--- src/rtl/output_buffer_receiver_if.sv ---
// Bus/row interface for output_buffer_receiver.
//   master : transmitter + row consumer side (drives beats, ROW_READY, ERR_CLEAR)
//   slave  : the receiver (drives assembled rows, frame pulse, sticky errors)
// Signals:
//   BUS_VALID/BUS_DATA      incoming beats, OUTPUT_BUS_WIDTH pixels each
//   ROW_DATA/ROW_VALID/
//   ROW_READY/ROW_INDEX     assembled row handshake
//   FRAME_DONE              pulse after the last row of a frame is accepted
//   ERR_SHORT/ERR_OVERFLOW  sticky errors, ERR_CLEAR clears them
interface output_buffer_receiver_if #(
   parameter int PIXEL_ARRAY_WIDTH  = 8,
   parameter int PIXEL_ARRAY_HEIGHT = 8,
   parameter int OUTPUT_BUS_WIDTH   = 2,
   parameter int PIXEL_BITS         = 8
);
   localparam int ROW_BITS = (PIXEL_ARRAY_HEIGHT > 1) ? $clog2(PIXEL_ARRAY_HEIGHT) : 1;

   logic                                      BUS_VALID;
   logic [OUTPUT_BUS_WIDTH*PIXEL_BITS-1:0]    BUS_DATA;
   logic [PIXEL_ARRAY_WIDTH*PIXEL_BITS-1:0]   ROW_DATA;
   logic                                      ROW_VALID;
   logic                                      ROW_READY;
   logic [ROW_BITS-1:0]                       ROW_INDEX;
   logic                                      FRAME_DONE;
   logic                                      ERR_SHORT;
   logic                                      ERR_OVERFLOW;
   logic                                      ERR_CLEAR;

   modport master (
      output BUS_VALID, BUS_DATA, ROW_READY, ERR_CLEAR,
      input  ROW_DATA, ROW_VALID, ROW_INDEX, FRAME_DONE, ERR_SHORT, ERR_OVERFLOW
   );

   modport slave (
      input  BUS_VALID, BUS_DATA, ROW_READY, ERR_CLEAR,
      output ROW_DATA, ROW_VALID, ROW_INDEX, FRAME_DONE, ERR_SHORT, ERR_OVERFLOW
   );
endinterface

--- src/rtl/output_buffer_receiver.sv ---
// Receive side of the sensor output buffer: reassembles bus beats into pixel
// rows and hands each row out through a single-entry valid/ready slot.
// Ports:
//   CLK    rising-edge clock (sensor output clock domain)
//   RESET  synchronous, active-high
//   bus    output_buffer_receiver_if.slave (beats in, rows/flags out)
// All outputs come straight from flops; BUS_* and ROW_READY only steer the
// next-state logic.
module output_buffer_receiver #(
   parameter int PIXEL_ARRAY_WIDTH  = 8,
   parameter int PIXEL_ARRAY_HEIGHT = 8,
   parameter int OUTPUT_BUS_WIDTH   = 2,
   parameter int PIXEL_BITS         = 8
) (
   input  logic                        CLK,
   input  logic                        RESET,
   output_buffer_receiver_if.slave     bus
);
   localparam int BEATS     = PIXEL_ARRAY_WIDTH / OUTPUT_BUS_WIDTH;
   localparam int BEAT_W    = OUTPUT_BUS_WIDTH * PIXEL_BITS;
   localparam int ROW_W     = PIXEL_ARRAY_WIDTH * PIXEL_BITS;
   localparam int BEAT_BITS = (BEATS > 1) ? $clog2(BEATS) : 1;
   localparam int ROW_BITS  = (PIXEL_ARRAY_HEIGHT > 1) ? $clog2(PIXEL_ARRAY_HEIGHT) : 1;

   localparam logic [BEAT_BITS-1:0] LAST_BEAT = BEAT_BITS'(BEATS - 1);
   localparam logic [ROW_BITS-1:0]  LAST_ROW  = ROW_BITS'(PIXEL_ARRAY_HEIGHT - 1);

   logic [BEAT_BITS-1:0] beat_cnt_q, beat_cnt_d;
   logic [ROW_BITS-1:0]  row_cnt_q, row_cnt_d;
   logic [ROW_W-1:0]     asm_q, asm_d;
   logic [ROW_W-1:0]     row_data_q, row_data_d;
   logic                 row_valid_q, row_valid_d;
   logic [ROW_BITS-1:0]  row_index_q, row_index_d;
   logic                 frame_done_q, frame_done_d;
   logic                 err_short_q, err_short_d;
   logic                 err_overflow_q, err_overflow_d;

   logic row_done;
   logic accept;
   logic slot_free;

   always_comb begin
      beat_cnt_d     = beat_cnt_q;
      row_cnt_d      = row_cnt_q;
      asm_d          = asm_q;
      row_data_d     = row_data_q;
      row_valid_d    = row_valid_q;
      row_index_d    = row_index_q;
      err_short_d    = bus.ERR_CLEAR ? 1'b0 : err_short_q;
      err_overflow_d = bus.ERR_CLEAR ? 1'b0 : err_overflow_q;

      row_done  = bus.BUS_VALID && (beat_cnt_q == LAST_BEAT);
      accept    = row_valid_q && bus.ROW_READY;
      slot_free = !row_valid_q || bus.ROW_READY;

      // asm_d already carries the final beat, so a completed row can be
      // loaded into the slot on the same edge the last beat arrives.
      if (bus.BUS_VALID) begin
         asm_d[int'(beat_cnt_q)*BEAT_W +: BEAT_W] = bus.BUS_DATA;
         beat_cnt_d = row_done ? '0 : beat_cnt_q + BEAT_BITS'(1);
      end else if (beat_cnt_q != '0) begin
         // Burst broke off mid-row: the partial row is abandoned.
         beat_cnt_d  = '0;
         err_short_d = 1'b1;
      end

      if (row_done) begin
         row_cnt_d = (row_cnt_q == LAST_ROW) ? '0 : row_cnt_q + ROW_BITS'(1);
         if (slot_free) begin
            row_data_d  = asm_d;
            row_index_d = row_cnt_q;
            row_valid_d = 1'b1;
         end else begin
            err_overflow_d = 1'b1;
         end
      end else if (accept) begin
         row_valid_d = 1'b0;
      end

      frame_done_d = accept && (row_index_q == LAST_ROW);
   end

   always_ff @(posedge CLK) begin
      if (RESET) begin
         beat_cnt_q     <= '0;
         row_cnt_q      <= '0;
         asm_q          <= '0;
         row_data_q     <= '0;
         row_valid_q    <= 1'b0;
         row_index_q    <= '0;
         frame_done_q   <= 1'b0;
         err_short_q    <= 1'b0;
         err_overflow_q <= 1'b0;
      end else begin
         beat_cnt_q     <= beat_cnt_d;
         row_cnt_q      <= row_cnt_d;
         asm_q          <= asm_d;
         row_data_q     <= row_data_d;
         row_valid_q    <= row_valid_d;
         row_index_q    <= row_index_d;
         frame_done_q   <= frame_done_d;
         err_short_q    <= err_short_d;
         err_overflow_q <= err_overflow_d;
      end
   end

   assign bus.ROW_DATA     = row_data_q;
   assign bus.ROW_VALID    = row_valid_q;
   assign bus.ROW_INDEX    = row_index_q;
   assign bus.FRAME_DONE   = frame_done_q;
   assign bus.ERR_SHORT    = err_short_q;
   assign bus.ERR_OVERFLOW = err_overflow_q;
endmodule

--- src/flat_wrapper.sv ---
// flat-port wrapper written by rule: the top's interface ports become plain ports
module output_buffer_receiver_flat 
#(
   parameter int PIXEL_ARRAY_WIDTH  = 8,
   parameter int PIXEL_ARRAY_HEIGHT = 8,
   parameter int OUTPUT_BUS_WIDTH   = 2,
   parameter int PIXEL_BITS         = 8
)
  (CLK, RESET, bus_BUS_VALID, bus_BUS_DATA, bus_ROW_READY, bus_ERR_CLEAR, bus_ROW_DATA, bus_ROW_VALID, bus_ROW_INDEX, bus_FRAME_DONE, bus_ERR_SHORT, bus_ERR_OVERFLOW);
  output_buffer_receiver_if #(.PIXEL_ARRAY_WIDTH(PIXEL_ARRAY_WIDTH), .PIXEL_ARRAY_HEIGHT(PIXEL_ARRAY_HEIGHT), .OUTPUT_BUS_WIDTH(OUTPUT_BUS_WIDTH), .PIXEL_BITS(PIXEL_BITS)) bus_i ();
  input  logic CLK;
  input  logic RESET;
  input wire logic [$bits(bus_i.BUS_VALID)-1:0] bus_BUS_VALID;
  input wire logic [$bits(bus_i.BUS_DATA)-1:0] bus_BUS_DATA;
  input wire logic [$bits(bus_i.ROW_READY)-1:0] bus_ROW_READY;
  input wire logic [$bits(bus_i.ERR_CLEAR)-1:0] bus_ERR_CLEAR;
  output wire logic [$bits(bus_i.ROW_DATA)-1:0] bus_ROW_DATA;
  output wire logic [$bits(bus_i.ROW_VALID)-1:0] bus_ROW_VALID;
  output wire logic [$bits(bus_i.ROW_INDEX)-1:0] bus_ROW_INDEX;
  output wire logic [$bits(bus_i.FRAME_DONE)-1:0] bus_FRAME_DONE;
  output wire logic [$bits(bus_i.ERR_SHORT)-1:0] bus_ERR_SHORT;
  output wire logic [$bits(bus_i.ERR_OVERFLOW)-1:0] bus_ERR_OVERFLOW;
  assign bus_i.BUS_VALID = bus_BUS_VALID;
  assign bus_i.BUS_DATA = bus_BUS_DATA;
  assign bus_i.ROW_READY = bus_ROW_READY;
  assign bus_i.ERR_CLEAR = bus_ERR_CLEAR;
  assign bus_ROW_DATA = bus_i.ROW_DATA;
  assign bus_ROW_VALID = bus_i.ROW_VALID;
  assign bus_ROW_INDEX = bus_i.ROW_INDEX;
  assign bus_FRAME_DONE = bus_i.FRAME_DONE;
  assign bus_ERR_SHORT = bus_i.ERR_SHORT;
  assign bus_ERR_OVERFLOW = bus_i.ERR_OVERFLOW;
  output_buffer_receiver #(.PIXEL_ARRAY_WIDTH(PIXEL_ARRAY_WIDTH), .PIXEL_ARRAY_HEIGHT(PIXEL_ARRAY_HEIGHT), .OUTPUT_BUS_WIDTH(OUTPUT_BUS_WIDTH), .PIXEL_BITS(PIXEL_BITS)) u_core (.CLK(CLK), .RESET(RESET), .bus(bus_i));
endmodule
--- config.mk ---
export PLATFORM = sky130hd
export DESIGN_NAME = output_buffer_receiver_flat
export DESIGN_NICKNAME = d
export VERILOG_FILES = /design/src/rtl/output_buffer_receiver_if.sv /design/src/rtl/output_buffer_receiver.sv /design/src/flat_wrapper.sv
export SDC_FILE = /design/constraint.sdc
export NUM_CORES = 1
export LEC_CHECK = 0
export ABC_CLOCK_PERIOD_IN_PS = 2000
export BUFFER_PORTS_ARGS = -buffer_cell sky130_fd_sc_hd__buf_4
export CELL_PAD_IN_SITES_DETAIL_PLACEMENT = 0
export CELL_PAD_IN_SITES_GLOBAL_PLACEMENT = 1
export CORE_ASPECT_RATIO = 0.5
export CORE_MARGIN = 1.5
export CORE_UTILIZATION = 41
export CTS_CLUSTER_DIAMETER = 150
export DETAILED_ROUTE_END_ITERATION = 10
export MAX_ROUTING_LAYER = met4
export PLACE_DENSITY_LB_ADDON = 0.12
export SLEW_MARGIN = 20
export SYNTH_ARGS = -nofsm -noshare
export SYNTH_HDL_FRONTEND = slang
export SYNTH_SLANG_ARGS = --single-unit
--- constraint.sdc ---
create_clock -name CLK -period 2 [get_ports CLK]
set_input_delay 0.1 -clock CLK [delete_from_list [all_inputs] [get_ports CLK]]
set_output_delay 0.1 -clock CLK [all_outputs]
set_load 0.005 [all_outputs]
Word level (Yosys, flattened, before mapping)
Index checks and enable logic that the tools add are counted.
Word-level totals
  logic and storage cells: 43
  flip-flop bits (word level): 140
  output and inout port bits: 71
Operators by class
  add/sub/neg operators: 3
  shift operators: 2
  multiplexer cells: 15
  equality and inequality tests: 4
  reduce and logical (&&, ||, !) cells: 10
Operators by type and width (count)
  bitwise mux 64 bit: 1
  2-to-1 mux 64 bit: 1
  variable shift 16 x 33 -> 64 bit (first input constant): 1
  indexed part select 16 x 33 -> 64 bit: 1
  negator 6 -> 33 bit: 1
  2-to-1 mux 1 bit: 9
  equality test 3 bit (second input constant): 2
  2-to-1 mux 2 bit: 3
  nonzero test 2 bit: 3
  AND reduction 2 bit: 2
  adder 3 x 1 -> 3 bit (second input constant): 1
  logical AND 1 bit: 3
  2-to-1 mux 3 bit: 1
  adder 2 x 1 -> 2 bit (second input constant): 1
  equality test 2 bit (second input constant): 1
  != test 2 bit (second input constant): 1
  logical NOT 1 bit: 1
  logical OR 1 bit: 1

Longest topological paths before layout
Gate-level depths: netlist (run 1).
  depth in word-level cells: 4
  gate-level depth with buffers: 8

Worst setup path before layout (run 1)
No wires, ideal clock.
  path type: register to register
  from: reg u_core.beat_cnt_q[0]
  to: reg u_core.row_data_q[40], in the netlist u_core.bus.ROW_DATA[40]
  clock period less this slack: 1.715 ns
  path slack: 0.285 ns
  stages on the path, launching flop included: 8
  arrival: 1.580 ns
  cells stage by stage: dfxtp_1 > inv_1 > ha_1 > and4bb_1 > buf_4 > buf_6 > a32oi_1 > a211oi_1
Between the ends
  cells in the longest elaborated chain, start to end: 4
  elaborated cells between the ends (all ways): 8
  classes of those cells: add/sub (1); eq/ne (1); shift (2); mux (2); reduce/logical (2)
Ends and longest elaborated chain
  start, declared: RTL line output_buffer_receiver.sv:28  | logic [BEAT_BITS-1:0] beat_cnt_q, beat_cnt_d;
  start signal, assigned: RTL line output_buffer_receiver.sv:95  | beat_cnt_q <= beat_cnt_d;
  negator 6 -> 33 bit: RTL line output_buffer_receiver.sv:59  | asm_d[int'(beat_cnt_q)*BEAT_W +: BEAT_W] = bus.BUS_DATA;
  indexed part select 16 x 33 -> 64 bit / variable shift 16 x 33 -> 64 bit (equally long branches): RTL line output_buffer_receiver.sv:59
  bitwise mux 64 bit: RTL line output_buffer_receiver.sv:59
  2-to-1 mux 64 bit: RTL line output_buffer_receiver.sv:58  | if (bus.BUS_VALID) begin
  end signal, assigned: RTL line output_buffer_receiver.sv:98  | row_data_q <= row_data_d;
  end, declared: RTL line output_buffer_receiver.sv:31  | logic [ROW_W-1:0] row_data_q, row_data_d;
Parallel ways exist; a longest one is shown, timed or not.
A chain may end at the register's enable or synchronous reset.

Worst setup path in the final report (run 1)
  from: reg u_core.beat_cnt_q[0]
  to: reg u_core.row_data_q[14], in the netlist u_core.bus.ROW_DATA[14]
The elaborated chain is that of the path after synthesis.

==> results of run 1 <==
==> stage by stage <==
stage	area, µm²	setup slack, ns
final	6180	0.146
after global routing	6180	0.00275
after CTS	6170	0.153
after detailed placement	5510	0.174
after global placement	5510	0.181
after floorplan	4740	0.285
==> sequential cells by signal, indices dropped and copies added (netlist names) <==
signal                   cells
u_core.bus.ROW_DATA         64
u_core.asm_q                48
u_core.bus.ROW_INDEX         3
u_core.row_cnt_q             3
u_core.beat_cnt_q            2
u_core.bus.ERR_OVERFLOW      1
u_core.bus.ERR_SHORT         1
u_core.bus.FRAME_DONE        1
u_core.bus.ROW_VALID         1
==> logic make-up (layout without fill, tap and decap cells) <==
logic type / Yosys count / in the layout / synth area share, %
compound gates: 174 / 174 / 26.0
flops: 124 / 124 / 52.3
simple gates: 107 / 107 / 11.5
buf+inv: 73 / 165 / 8.12
fa+ha+maj: 7 / 7 / 1.85
mux: 1 / 1 / 0.211
==> final timing paths <==
check | start | slack, ns | cells after the start | endpoint
max | u_core.beat_cnt_q[0]$_SDFFE_PP0P_ | 0.15 | 6 | u_core.bus.ROW_DATA[14]$_SDFFE_PP0P_
min | bus_BUS_DATA[5] | 0.01 | 3 | u_core.asm_q[5]$_SDFF_PP0_
max reg2reg | u_core.beat_cnt_q[0]$_SDFFE_PP0P_ | 0.15 | 6 | u_core.bus.ROW_DATA[14]$_SDFFE_PP0P_
min reg2reg | u_core.bus.ROW_DATA[56]$_SDFFE_PP0P_ | 0.48 | 2 | u_core.bus.ROW_DATA[56]$_SDFFE_PP0P_
==> cell usage after synthesis (3+ instances only) <==
| cell type | number | area (µm²) |
|---|---|---|
| buf_1 | 4 | 15.0 |
| o32ai_1 | 15 | 131 |
| buf_2 | 19 | 95.1 |
| ha_1 | 7 | 87.6 |
| a32oi_1 | 44 | 385 |
| a211oi_1 | 46 | 345 |
| nand2_1 | 8 | 30.0 |
| dfxtp_1 | 124 | 2480 |
| and3b_1 | 4 | 35.0 |
| nand3b_1 | 3 | 22.5 |
| inv_1 | 19 | 71.3 |
| buf_4 | 11 | 82.6 |
| nor2_1 | 53 | 199 |
| nor2b_1 | 5 | 31.3 |
| buf_6 | 4 | 45.0 |
| clkbuf_1 | 15 | 56.3 |
| o21ai_0 | 4 | 20.0 |
| a21oi_1 | 58 | 290 |
| nand3_1 | 20 | 100 |
| a22oi_1 | 5 | 37.5 |
==> layout make-up <==
cell class	count	area share [%]
clock inverter	13	2.69
sequential	124	40.2
clock buffer	19	7.17
tap	145	2.94
timing repair buffer	114	15.3
multi-input combinational	289	30.6
inverter	19	1.15
==> report_power, final <==
group	internal, W	switching [W]	leakage, nW	total, W
logic	0.000141	0.000237	1.03	0.000378
registers	0.00251	0.0000134	1.00	0.00252
clock network	0.00200	0.00116	0.290	0.00316
==> metal layers <==
metal  track usage (%)  wire length, µm  up-vias
li1                  -                -     1977
met1              33.5             6710     1951
met5                 -                0        -
met4              8.08              118        0
met3              5.73              999       10
met2              33.4             5840      107
==> tightest hold or removal path: cells and delay by family <==
family          cells  cell delay, ns
buf+inv             1            0.09
compound gates      1            0.11
simple gates        1            0.09
==> what timing repair did <==
item                                    in CTS  in global routing
hold endpoints to repair                     5                  1
endpoints found under the setup margin       0                  3
hold buffers                                 5                  1
resized for setup                            0                  1
==> run summary, run 1 <==
Routed WL per cell - 18.9 µm
Slew headroom - 62.7%
Distinct cell type count after synthesis - 34
Initial Util - 42.7%
Max Root-Sink Buffers - 2
Die H - 79.1 µm
Fin crit period - 1.85 ns
Worst-path clk slew - 0.06 ns
Status - complete, no violations
First-pass GRT wire length - 21,300 µm
Placed Cells - 685
# Post-CTS Setup Buffers - 0
Worst Hold Class - primary input to flip-flop
TritonCTS buffer count - 17
Static Leak - 2.32 nW
Floorplan row count - 27
Seq cells post-synth - 124
TritonCTS clock tree - yes
Hold WS - 0.0130 ns
Synth warnings - 0
CP max stage delay - 0.32 ns
Io pins - 92
Kind of cell adding the most delay to the critical path - buffers and inverters
Critical path launch point type - flip-flop
Mapped Nets - 514
Final #Nets - 593
Most frequent cells in the layout - dfxtp_1 (124), buf_4 (102), a21oi_1 (58)
Max-slew violations - 0
Least-Margin Pin Slew - 0.559 ns
DR DRC count - 0
1st-pass router iterations - 4
Worst Path Max Fanout - 63
Sequential area share after synthesis - 52.3%
Fill cells - 1,016
Initial antenna violation count - 0
Synthesized cell area - 4740 µm²
Synth Area per Inst - 9.76 µm²
# diodes - 0
Arr. time, crit path - 2.14 ns
Multi-input logic area - 1890 µm²
Clock Skew - 0.00737 ns
Worst vdd ir - 0.000405 V
Syn Inst Count - 486
Most used DFF post-synth - dfxtp_1
Global Route Usage Sum - 23.9%
Final std cells w/o fill - 723
Final ANT Viol Nets - 0
Clk sink count - 124
Largest net degree at the start of global routing - 69
Share of layout cells above drive strength 1 - 25.4%
Reg area - 2480 µm²
Initial drt markers - 223
Buf/Inv on CP - 2
Power Total - 0.00605 W
Power Density - 980 nW/µm²
Root Driver - clkbuf_16
Area Overhead vs Synth - 30.2%
CP required - 2.28 ns
Critical Path End Type - flip-flop
Final worst-path cycle share - 92.7%
Setup_tns - 0 ns
DIE WIDTH - 155 µm
CORE AREA - 11,100 µm²
Routability cong. - 0.791
Max_cap viols - 0
RSZ-0062 raised after global routing - no
# H-tree levels - 4
Final setup fails - 0
Worst skew pair latency - 0.42 ns
Vias in the first global route - 3,773
IO buf count - 91
Die footprint - 12,300 µm²
Vias per cell - 5.59
Post-synth EDFFs - 0
Peak Freq - 0.540 GHz
Leading cell type in the layout, fill and taps excluded - dfxtp_1
DRT Wirelength - 13,700 µm
Crit-path cells - buf_4, ha_1, nand2_1, nor2_4, buf_12, a211oi_1
Worst path slowest cell - dfxtp_1
Asr flop ratio synth - 0%
Via count of the routed design - 4,045
Global route overflow - 0
Setup CP Type - flip-flop to flip-flop
Final hold vios - 0
Post-DP HPWL - 8290 µm
Final Core Density - 55.6%
Note: power is estimated with default switching activity, not from simulation.
==> run 2: changes to the inputs <==
--- a/config.mk
+++ b/config.mk
@@ -15,7 +15,7 @@
 export CTS_CLUSTER_DIAMETER = 150
 export DETAILED_ROUTE_END_ITERATION = 10
 export MAX_ROUTING_LAYER = met4
-export PLACE_DENSITY_LB_ADDON = 0.12
+export PLACE_DENSITY = 0.81
 export SLEW_MARGIN = 20
 export SYNTH_ARGS = -nofsm -noshare
 export SYNTH_HDL_FRONTEND = slang
==> run 2 against run 1 <==
Against the previous run:
- clock-buffer cell count grew 7
- die area is the same
- sequential cell count is the same
- largest cell class unchanged
==> run summary, run 2 (synthesized netlist as in run 1, its figures left out) <==
# H-tree levels - 4
DIE WIDTH - 155 µm
Static Leak - 2.34 nW
Die footprint - 12,300 µm²
Final hold vios - 0
# diodes - 0
Clk sink count - 124
Global Route Usage Sum - 23.4%
Worst-path clk slew - 0.05 ns
Least-Margin Pin Slew - 0.573 ns
Worst vdd ir - 0.000555 V
Io pins - 92
Max reg flops - 64
Final ANT Viol Nets - 0
Vias in the first global route - 3,671
Final #Nets - 595
Setup WS pre-CTS - 0.170 ns
Most frequent cells in the layout - dfxtp_1 (124), buf_4 (105), a21oi_1 (58)
Area Overhead vs Synth - 30.7%
Final setup fails - 0
CP max stage delay - 0.33 ns
Max-slew violations - 0
Status - complete, no violations
Largest net degree at the start of global routing - 58
Fin crit period - 1.85 ns
Arr. time, crit path - 2.11 ns
Placed Area - 5530 µm²
Root Driver - clkbuf_16
Initial drt markers - 421
Power Total - 0.00613 W
# Post-CTS Setup Buffers - 0
Routability cong. - 0.863
DR DRC count - 0
TritonCTS buffer count - 17
CP dominant cell by count - buf_4
Slew headroom - 61.8%
Clock Skew - 0.00695 ns
Critical path launch point type - flip-flop
Power Density - 989 nW/µm²
1st-pass router iterations - 5
Worst Hold Class - primary input to flip-flop
RSZ-0062 raised after global routing - no
Critical Path End Type - flip-flop
Final std cells w/o fill - 725
CORE AREA - 11,100 µm²
Initial antenna violation count - 0
Routed WL per cell - 18.7 µm
Setup_tns - 0 ns
Floorplan row count - 27
Global route overflow - 0
Max Root-Sink Buffers - 2
TritonCTS clock tree - yes
Max_cap viols - 0
Initial Util - 42.7%
DRT Wirelength - 13,500 µm
Share of layout cells above drive strength 1 - 25.0%
CP required - 2.27 ns
Placed Cells - 688
Peak Freq - 0.542 GHz
Via count of the routed design - 4,105
Setup CP Type - flip-flop to flip-flop
IO buf count - 91
Final worst-path cycle share - 92.3%
Leading cell type in the layout, fill and taps excluded - dfxtp_1
Die H - 79.1 µm
First-pass GRT wire length - 21,100 µm
Worst path slowest cell - buf_4
Final setup margin - 0.154 ns
Crit-path cells - buf_4, ha_1, nand2_1, nor2_4, buf_4, a211oi_1
Worst Path Max Fanout - 26
Vias per cell - 5.66
Worst skew pair latency - 0.41 ns
Post-DP HPWL - 8530 µm
Post-route design area - 6200 µm²
run 2: cell types whose count changed in the layout (fill, tap and decap cells not counted):
| cell | previous run | this run |
|---|---|---|
| buf_4 | 102 | 105 |
| bufinv_16 | 3 | 4 |
| clkbuf_1 | 1 | 6 |
| clkbuf_8 | 1 | 3 |
| clkinv_2 | 2 | 1 |
| clkinv_4 | 3 | 0 |
| clkinvlp_4 | 3 | 1 |
| dlygate4sd3_1 | 6 | 5 |
| ha_1 | 7 | 6 |
| ha_2 | 0 | 1 |
| inv_6 | 2 | 0 |
| nor2b_1 | 4 | 5 |
| nor2b_2 | 1 | 0 |
run 2: per-layer routing:
layer,share of wire (%),wire (µm),global-route usage (%)
met1,51,6870,33.5
met2,42,5680,31.6
met3,6.1,822,6.17
met4,1.2,159,8.08
met5,0,0,-
run 2: worst paths after layout:
| path | from | end | slack, ns | cells past startpoint |
|---|---|---|---|---|
| worst max-delay path | u_core.beat_cnt_q[0]$_SDFFE_PP0P_ | u_core.bus.ROW_DATA[13]$_SDFFE_PP0P_ | 0.15 | 6 |
| worst min-delay path | bus_BUS_DATA[5] | u_core.asm_q[5]$_SDFF_PP0_ | 0.008 | 3 |
| worst max register to register | u_core.beat_cnt_q[0]$_SDFFE_PP0P_ | u_core.bus.ROW_DATA[13]$_SDFFE_PP0P_ | 0.15 | 6 |
| worst min register to register | u_core.bus.ROW_DATA[61]$_SDFFE_PP0P_ | u_core.bus.ROW_DATA[61]$_SDFFE_PP0P_ | 0.48 | 2 |
run 2: stage by stage:
stage / util (%) / hold WS [ns]
after global routing: 55.8 / 0.00481
after floorplan: - / 0.256
after detailed placement: 49.7 / 0.401
after global placement: 49.7 / 0.391
after CTS: 55.8 / 0.000464
final: 55.8 / 0.00824
run 2: worst max-delay path: cells and delay by family, from the launching register on:
family | cells | cell delay, ns
flops | 1 | 0.32
buf+inv | 2 | 0.59
fa+ha+maj | 1 | 0.23
simple gates | 2 | 0.43
compound gates | 1 | 0.13
run 2: power by group:
group	internal, W	leakage (nW)	switching (W)
Combinational	0.000137	1.04	0.000236
Clock	0.00218	0.299	0.00105
Sequential	0.00251	1.00	0.0000143
Total	0.00483	2.34	0.00130
run 2: what timing repair did:
item	CTS	global route
setup endpoints to repair	0	1
endpoints found under the hold margin	5	0
resized for setup	0	1
hold buffers	5	0
run 2: layout make-up:
cell class / count / area, µm²
Clock buffer: 26 / 489
Sequential cell: 124 / 2480
Fill cell: 974 / 4910
Timing Repair Buffer: 116 / 958
Tap cell: 145 / 181
Inverter: 19 / 71.3
Multi-Input combinational cell: 289 / 1890
Clock inverter: 6 / 133
